[config.mk]
export PLATFORM = sky130hd
export DESIGN_NAME = binary_divider_seq
export DESIGN_NICKNAME = d
export VERILOG_FILES = /design/src/rtl/binary_divider_seq_pkg.sv /design/src/rtl/binary_divider_seq_seg7_digit.sv /design/src/rtl/binary_divider_seq.sv
export SDC_FILE = /design/constraint.sdc
export NUM_CORES = 1
export LEC_CHECK = 0
export ABC_AREA = 0
export BUFFER_PORTS_ARGS = -buffer_cell sky130_fd_sc_hd__buf_2
export CAP_MARGIN = 20
export CORE_ASPECT_RATIO = 0.8
export CORE_UTILIZATION = 48
export DETAILED_ROUTE_END_ITERATION = 16
export PLACE_DENSITY = 0.75
export SLEW_MARGIN = 20
export SYNTH_ARGS = -nofsm -noshare
export SYNTH_HDL_FRONTEND = slang
export SYNTH_SLANG_ARGS = --single-unit
[constraint.sdc]
create_clock -name clk -period 1.6 [get_ports clk]
set_input_delay 0.48 -clock clk [delete_from_list [all_inputs] [get_ports clk]]
set_output_delay 0.48 -clock clk [all_outputs]
set_load 0.005 [all_outputs]
[src/rtl/binary_divider_seq_pkg.sv]
// Shared types and 7-segment constants for the sequential divider and the display path.
// Segment bit order is {g,f,e,d,c,b,a}, active low.
package binary_divider_seq_pkg;

  typedef enum logic {
    ST_IDLE = 1'b0,
    ST_CALC = 1'b1
  } state_t;

  localparam logic [6:0] SEG_BLANK = 7'b1111111;
  localparam logic [6:0] SEG_DASH  = 7'b0111111;

  // Entry n is the pattern for value n; 10..15 are blank on this display.
  localparam logic [15:0][6:0] SEG_DIGITS = {
    SEG_BLANK, SEG_BLANK, SEG_BLANK, SEG_BLANK, SEG_BLANK, SEG_BLANK,
    7'b0010000,   // 9
    7'b0000000,   // 8
    7'b1111000,   // 7
    7'b0000010,   // 6
    7'b0010010,   // 5
    7'b0011001,   // 4
    7'b0110000,   // 3
    7'b0100100,   // 2
    7'b1111001,   // 1
    7'b1000000    // 0
  };

endpackage

[src/rtl/binary_divider_seq_seg7_digit.sv]
// Single 7-segment digit decoder with dash and blank overrides.
// Dash takes priority over blank.
module seg7_digit
  import binary_divider_seq_pkg::*;
(
  input  logic [3:0] value,
  input  logic       blank,
  input  logic       dash,
  output logic [6:0] seg
);

  always_comb begin
    seg = SEG_DIGITS[value];
    if (dash) begin
      seg = SEG_DASH;
    end else if (blank) begin
      seg = SEG_BLANK;
    end
  end

endmodule

[src/rtl/binary_divider_seq.sv]
// Sequential restoring divider: DW-bit dividend by VW-bit divisor, one quotient bit per clock,
// with registered results driving two active-low 7-segment digits.
//
//   state   | meaning
//   --------+--------------------------------------------------------------
//   ST_IDLE | waiting for start; divide-by-zero is answered from here
//   ST_CALC | shifting/subtracting, cnt_q counts remaining iterations down
module binary_divider_seq
  import binary_divider_seq_pkg::*;
#(
  parameter int DW = 4,
  parameter int VW = 2
) (
  input  logic          clk,
  input  logic          rst_n,
  input  logic          start,
  input  logic [DW-1:0] dividend,
  input  logic [VW-1:0] divisor,
  output logic          busy,
  output logic          done,
  output logic [DW-1:0] quotient,
  output logic [VW-1:0] remainder,
  output logic          div_by_zero,
  output logic [6:0]    seg_q,
  output logic [6:0]    seg_r
);

  localparam int CW = (DW > 1) ? $clog2(DW) : 1;

  state_t         state, state_nx;
  logic [DW-1:0]  shift_q;
  logic [VW-1:0]  dvsr_q;
  logic [VW:0]    part_q;
  logic [CW-1:0]  cnt_q;

  logic           accept;
  logic           accept_zero;
  logic           last_iter;

  logic [VW+1:0]  diff;
  logic           borrow;
  logic [VW:0]    part_nx;
  logic [DW-1:0]  shift_nx;

  assign busy = (state == ST_CALC);

  always_ff @(posedge clk or negedge rst_n) begin
    if (!rst_n) begin
      state <= ST_IDLE;
    end else begin
      state <= state_nx;
    end
  end

  always_comb begin
    state_nx    = state;
    accept      = 1'b0;
    accept_zero = 1'b0;
    last_iter   = 1'b0;
    case (state)
      ST_IDLE: begin
        if (start) begin
          if (divisor == '0) begin
            accept_zero = 1'b1;
          end else begin
            accept   = 1'b1;
            state_nx = ST_CALC;
          end
        end
      end
      ST_CALC: begin
        if (cnt_q == '0) begin
          last_iter = 1'b1;
          state_nx  = ST_IDLE;
        end
      end
      default: state_nx = ST_IDLE;
    endcase
  end

  // Trial subtraction one bit wider than the partial so its MSB is the borrow.
  always_comb begin
    diff     = {part_q, shift_q[DW-1]} - {2'b00, dvsr_q};
    borrow   = diff[VW+1];
    part_nx  = borrow ? {part_q[VW-1:0], shift_q[DW-1]} : diff[VW:0];
    shift_nx = {shift_q[DW-2:0], ~borrow};
  end

  always_ff @(posedge clk or negedge rst_n) begin
    if (!rst_n) begin
      shift_q     <= '0;
      dvsr_q      <= '0;
      part_q      <= '0;
      cnt_q       <= '0;
      quotient    <= '0;
      remainder   <= '0;
      div_by_zero <= 1'b0;
      done        <= 1'b0;
    end else begin
      done <= 1'b0;
      if (accept) begin
        shift_q <= dividend;
        dvsr_q  <= divisor;
        part_q  <= '0;
        cnt_q   <= CW'(DW - 1);
      end else if (busy) begin
        shift_q <= shift_nx;
        part_q  <= part_nx;
        cnt_q   <= cnt_q - CW'(1);
      end
      if (accept_zero) begin
        quotient    <= '1;
        remainder   <= '0;
        div_by_zero <= 1'b1;
        done        <= 1'b1;
      end
      if (last_iter) begin
        quotient    <= shift_nx;
        remainder   <= part_nx[VW-1:0];
        div_by_zero <= 1'b0;
        done        <= 1'b1;
      end
    end
  end

  seg7_digit u_seg_q (
    .value (4'(quotient)),
    .blank (1'b0),
    .dash  (div_by_zero),
    .seg   (seg_q)
  );

  seg7_digit u_seg_r (
    .value (4'(remainder)),
    .blank (div_by_zero),
    .dash  (1'b0),
    .seg   (seg_r)
  );

endmodule

==> summary.md <==
| Metric | Value |
|---|---|
| PD cells | 2500 mW/mm^2 |
| Final setup TNS | -2.852 ns |
| Top-count cell post-synth | nand2_1 |
| Total Routing Usage GR | 0.2511 |
| Post-Place Setup Slack | -0.1104 ns |
| Register area share after synthesis | 0.3707 |
| CTS clk-pin slew, worst paths | 0.13 ns |
| R2R depth | 7 |
| Final setup vio count | 15 |
| Maximum Capacitance Violations | 0 |
| First-pass GRT wire length | 5.651 mm |
| Synth cell types | 33 |
| Largest family of logic cells by synthesized area | simple AND/OR/NAND/NOR gates |
| PnR worst setup slack | -0.4352 ns |
| DP Cell Count | 232 |
| Worst-Margin Slew | 0.7542 ns |
| EDFF count, synth | 0 |
| Nets | 230 |
| Top cell type's share of synthesized area | 0.3707 |
| Post-synthesis simple-gate area fraction | 0.2243 |
| Yosys top cell by area | dfrtp_1 |
| Fin crit period | 2.035 ns |
| Synth top cells by count | nand2_1 (23), dfrtp_1 (20), a21oi_1 (13) |
| Yosys warnings | 0 |
| H-Tree Depth | 1 |
| Worst Setup EP | seg_q[0] |
| Prevailing post-synth register cell | dfrtp_1 |
| CTS tree | yes |
| Final worst path period share | 1.272 |
| Fin cells | 247 |
| Seq cells post-synth | 20 |
| Mapped Cells | 161 |
| Pwr Total | 4.839 mW |
| Die Y | 49.44 um |
| Num ports | 32 |
| CTS Buf Count | 3 |
| Crit-path max FO | 4 |
| Initial antenna violation count | 0 |
| Die width | 61.30 um |
| GRT overflow | 0 |
| Layout area overhead | 43.37% |
| Detailed Route Iter0 Violations | 59 |
| Post-synthesis compound-gate area fraction | 0.1844 |
| Post-DR wirelength/cell | 15.82 um |
| Post-route ant nets | 0 |
| Layout cell share with drive strength beyond 1 | 0.4929 |
| CP Launch Point | quotient[1] |
| Arrival @ worst endpoint | 1.56 ns |
| Final Hold Fails | 0 |
| Pleak | 0.9060 nW |
| Worst setup SP type | flop |
| Number of global-route vias before repair | 1221 |
| Final Skew | 0.01197 ns |
| Critical setup path kind | flop to output port |
| Via-per-instance ratio | 5.648 |
| Synth top area cells | dfrtp_1 (37%), ha_1 (7.4%), nand2_1 (6.4%) |
| Synthesized Nets | 179 |
| Inserted Diodes | 0 |
| Core Rows | 16 |
| Final hold slack | 0.09884 ns |
| R2R Path Start | shift_q[3] |
| IO Port Bufs | 31 |
| CTS root buffer | clkbuf_4 |
| Sink Count | 20 |
| Hpwl dp | 2.373 mm |
| Worst EP required | 1.12 ns |
| Clk_lat worst skew | 0.31 ns |
| Via count | 1395 |
| FF-to-FF End | remainder[1] |
| Ys async rst share | 1.000 |
| Area of the core | 0.002562 sq mm |
| RSZ-0062 raised after global routing | yes |
| Synth Area in Adders | 0.08897 |
| Status | complete, but fails checks |
| Slew headroom | 0.4972 |
| Area of the die | 0.003030 sq mm |
| DRC violations left | 0 |
| Crit. End Element | output port |
| Final WL | 3.907 mm |
| GP Congestion | 0.8980 |
| Max Clock Freq | 491.4 MHz |
| Worst hold path type | input pin to async pin |
| Starting density of the core | 0.5269 |
| Largest net degree at the start of global routing | 22 |
| Clock tree buffer depth | 2 |
| Slew Limit Fails | 0 |
| FF-to-FF setup slack | -0.15 ns |
| Worst ir drop on vdd | 0.9910 mV |
| XOR/XNOR Fraction of Synth Area | 0.01205 |
| Initial DRT Pass Iterations | 4 |
| Post-synthesis cell area | 0.001350 sq mm |
| Mux cell area share after synthesis | 0.03800 |
| Failing checks | negative setup slack |
| Avg Inst Size Synth | 8.385 sq um |
==> where the power goes <==
group / switching, mW / internal [mW] / total (mW)
Combinational: 1.54 / 1.70 / 3.25
Clock: 0.167 / 0.253 / 0.420
Sequential: 0.408 / 0.766 / 1.17
==> through the flow <==
stage          utilization  instance area (sq um)
5_1_grt             0.7554                   1936
3_5_place_dp        0.6304                   1615
3_3_place_gp        0.6304                   1615
4_1_cts             0.6982                   1789
2_1_floorplan            -                   1374
6_report            0.7554                   1936
==> placed cells by master (no fill, tap or decap), drive strengths merged <==
| cell | n |
|---|---|
| fa | 1 |
| nor2b | 4 |
| mux2 | 1 |
| clkinv | 1 |
| xnor2 | 1 |
| a21oi | 13 |
| clkbuf | 3 |
| nand2 | 23 |
| o21a | 1 |
| o21ai | 12 |
| and3 | 2 |
| a21o | 2 |
| ha | 8 |
| bufinv | 1 |
| a211oi | 1 |
| nand3b | 4 |
| nor3b | 2 |
| nor2 | 12 |
| o211ai | 9 |
| nand2b | 3 |
| a2bb2oi | 1 |
| dfrtp | 20 |
| buf | 56 |
| nor3 | 4 |
| inv | 12 |
| or3 | 1 |
| or3b | 1 |
| a211o | 2 |
| mux2i | 4 |
| and2 | 2 |
| nand3 | 4 |
==> routing by layer <==
layer,track usage,wire (um),vias to the layer above
li1,-,-,658
met1,0.3512,1750,666
met2,0.3986,1898,67
met3,0.05836,217,4
met4,0.03788,40,0
met5,0,0,-
==> flip-flops by register name, indices dropped and copies added, names as in the netlist <==
register and count:
quotient 4, shift_q 4, part_q 3, cnt_q 2, dvsr_q 2, remainder 2
busy 1, div_by_zero 1, done 1
==> final cells by class <==
type / instances / area (sq um)
Clock buffer: 3 / 22.52
Clock inverter: 1 / 30.03
Fill cell: 188 / 626.9
Inverter: 12 / 52.55
Multi-Input combinational cell: 118 / 913.4
Sequential cell: 20 / 506.7
Tap cell: 36 / 45.04
Timing Repair Buffer: 56 / 359.1
Timing Repair inverter: 1 / 6.256
==> worst min path at each step <==
stage | depth (start not counted) | start | slack [ns] | endpoint
after floorplan | 0 | rst_n | 0.18 | busy
after global placement | 1 | rst_n | 0.45 | div_by_zero
after detailed placement | 1 | rst_n | 0.45 | div_by_zero
after CTS | 1 | rst_n | 0.11 | quotient[2]
after global routing | 1 | rst_n | 0.13 | part_q[0]
final | 1 | rst_n | 0.1 | part_q[0]
==> critical path, stage by stage, from the launching register on <==
cell     delay [ns]
dfrtp_1        0.42
inv_2          0.09
ha_2           0.18
o21ai_2        0.14
nand2_1        0.12
a21o_1         0.17
buf_2          0.12
==> repair_timing <==
action	4_1_cts	5_1_grt
gates cloned	0	1
hold buffers	0	0
endpoints found under the setup margin	20	17
setup buffers	6	4
gates resized for setup	25	30
pin swaps	6	9
==> kinds of logic after synthesis <==
| family | Yosys count |
|---|---|
| adders and majority gates | 9 |
| xor gates and xnor gates | 1 |
| AOI/OAI and AO/OA | 41 |
| buffers and inverters | 23 |
| DFF | 20 |
| and+or+nand+nor | 62 |
| muxes | 5 |
No activity file was read; power rests on OpenSTA's default activity.
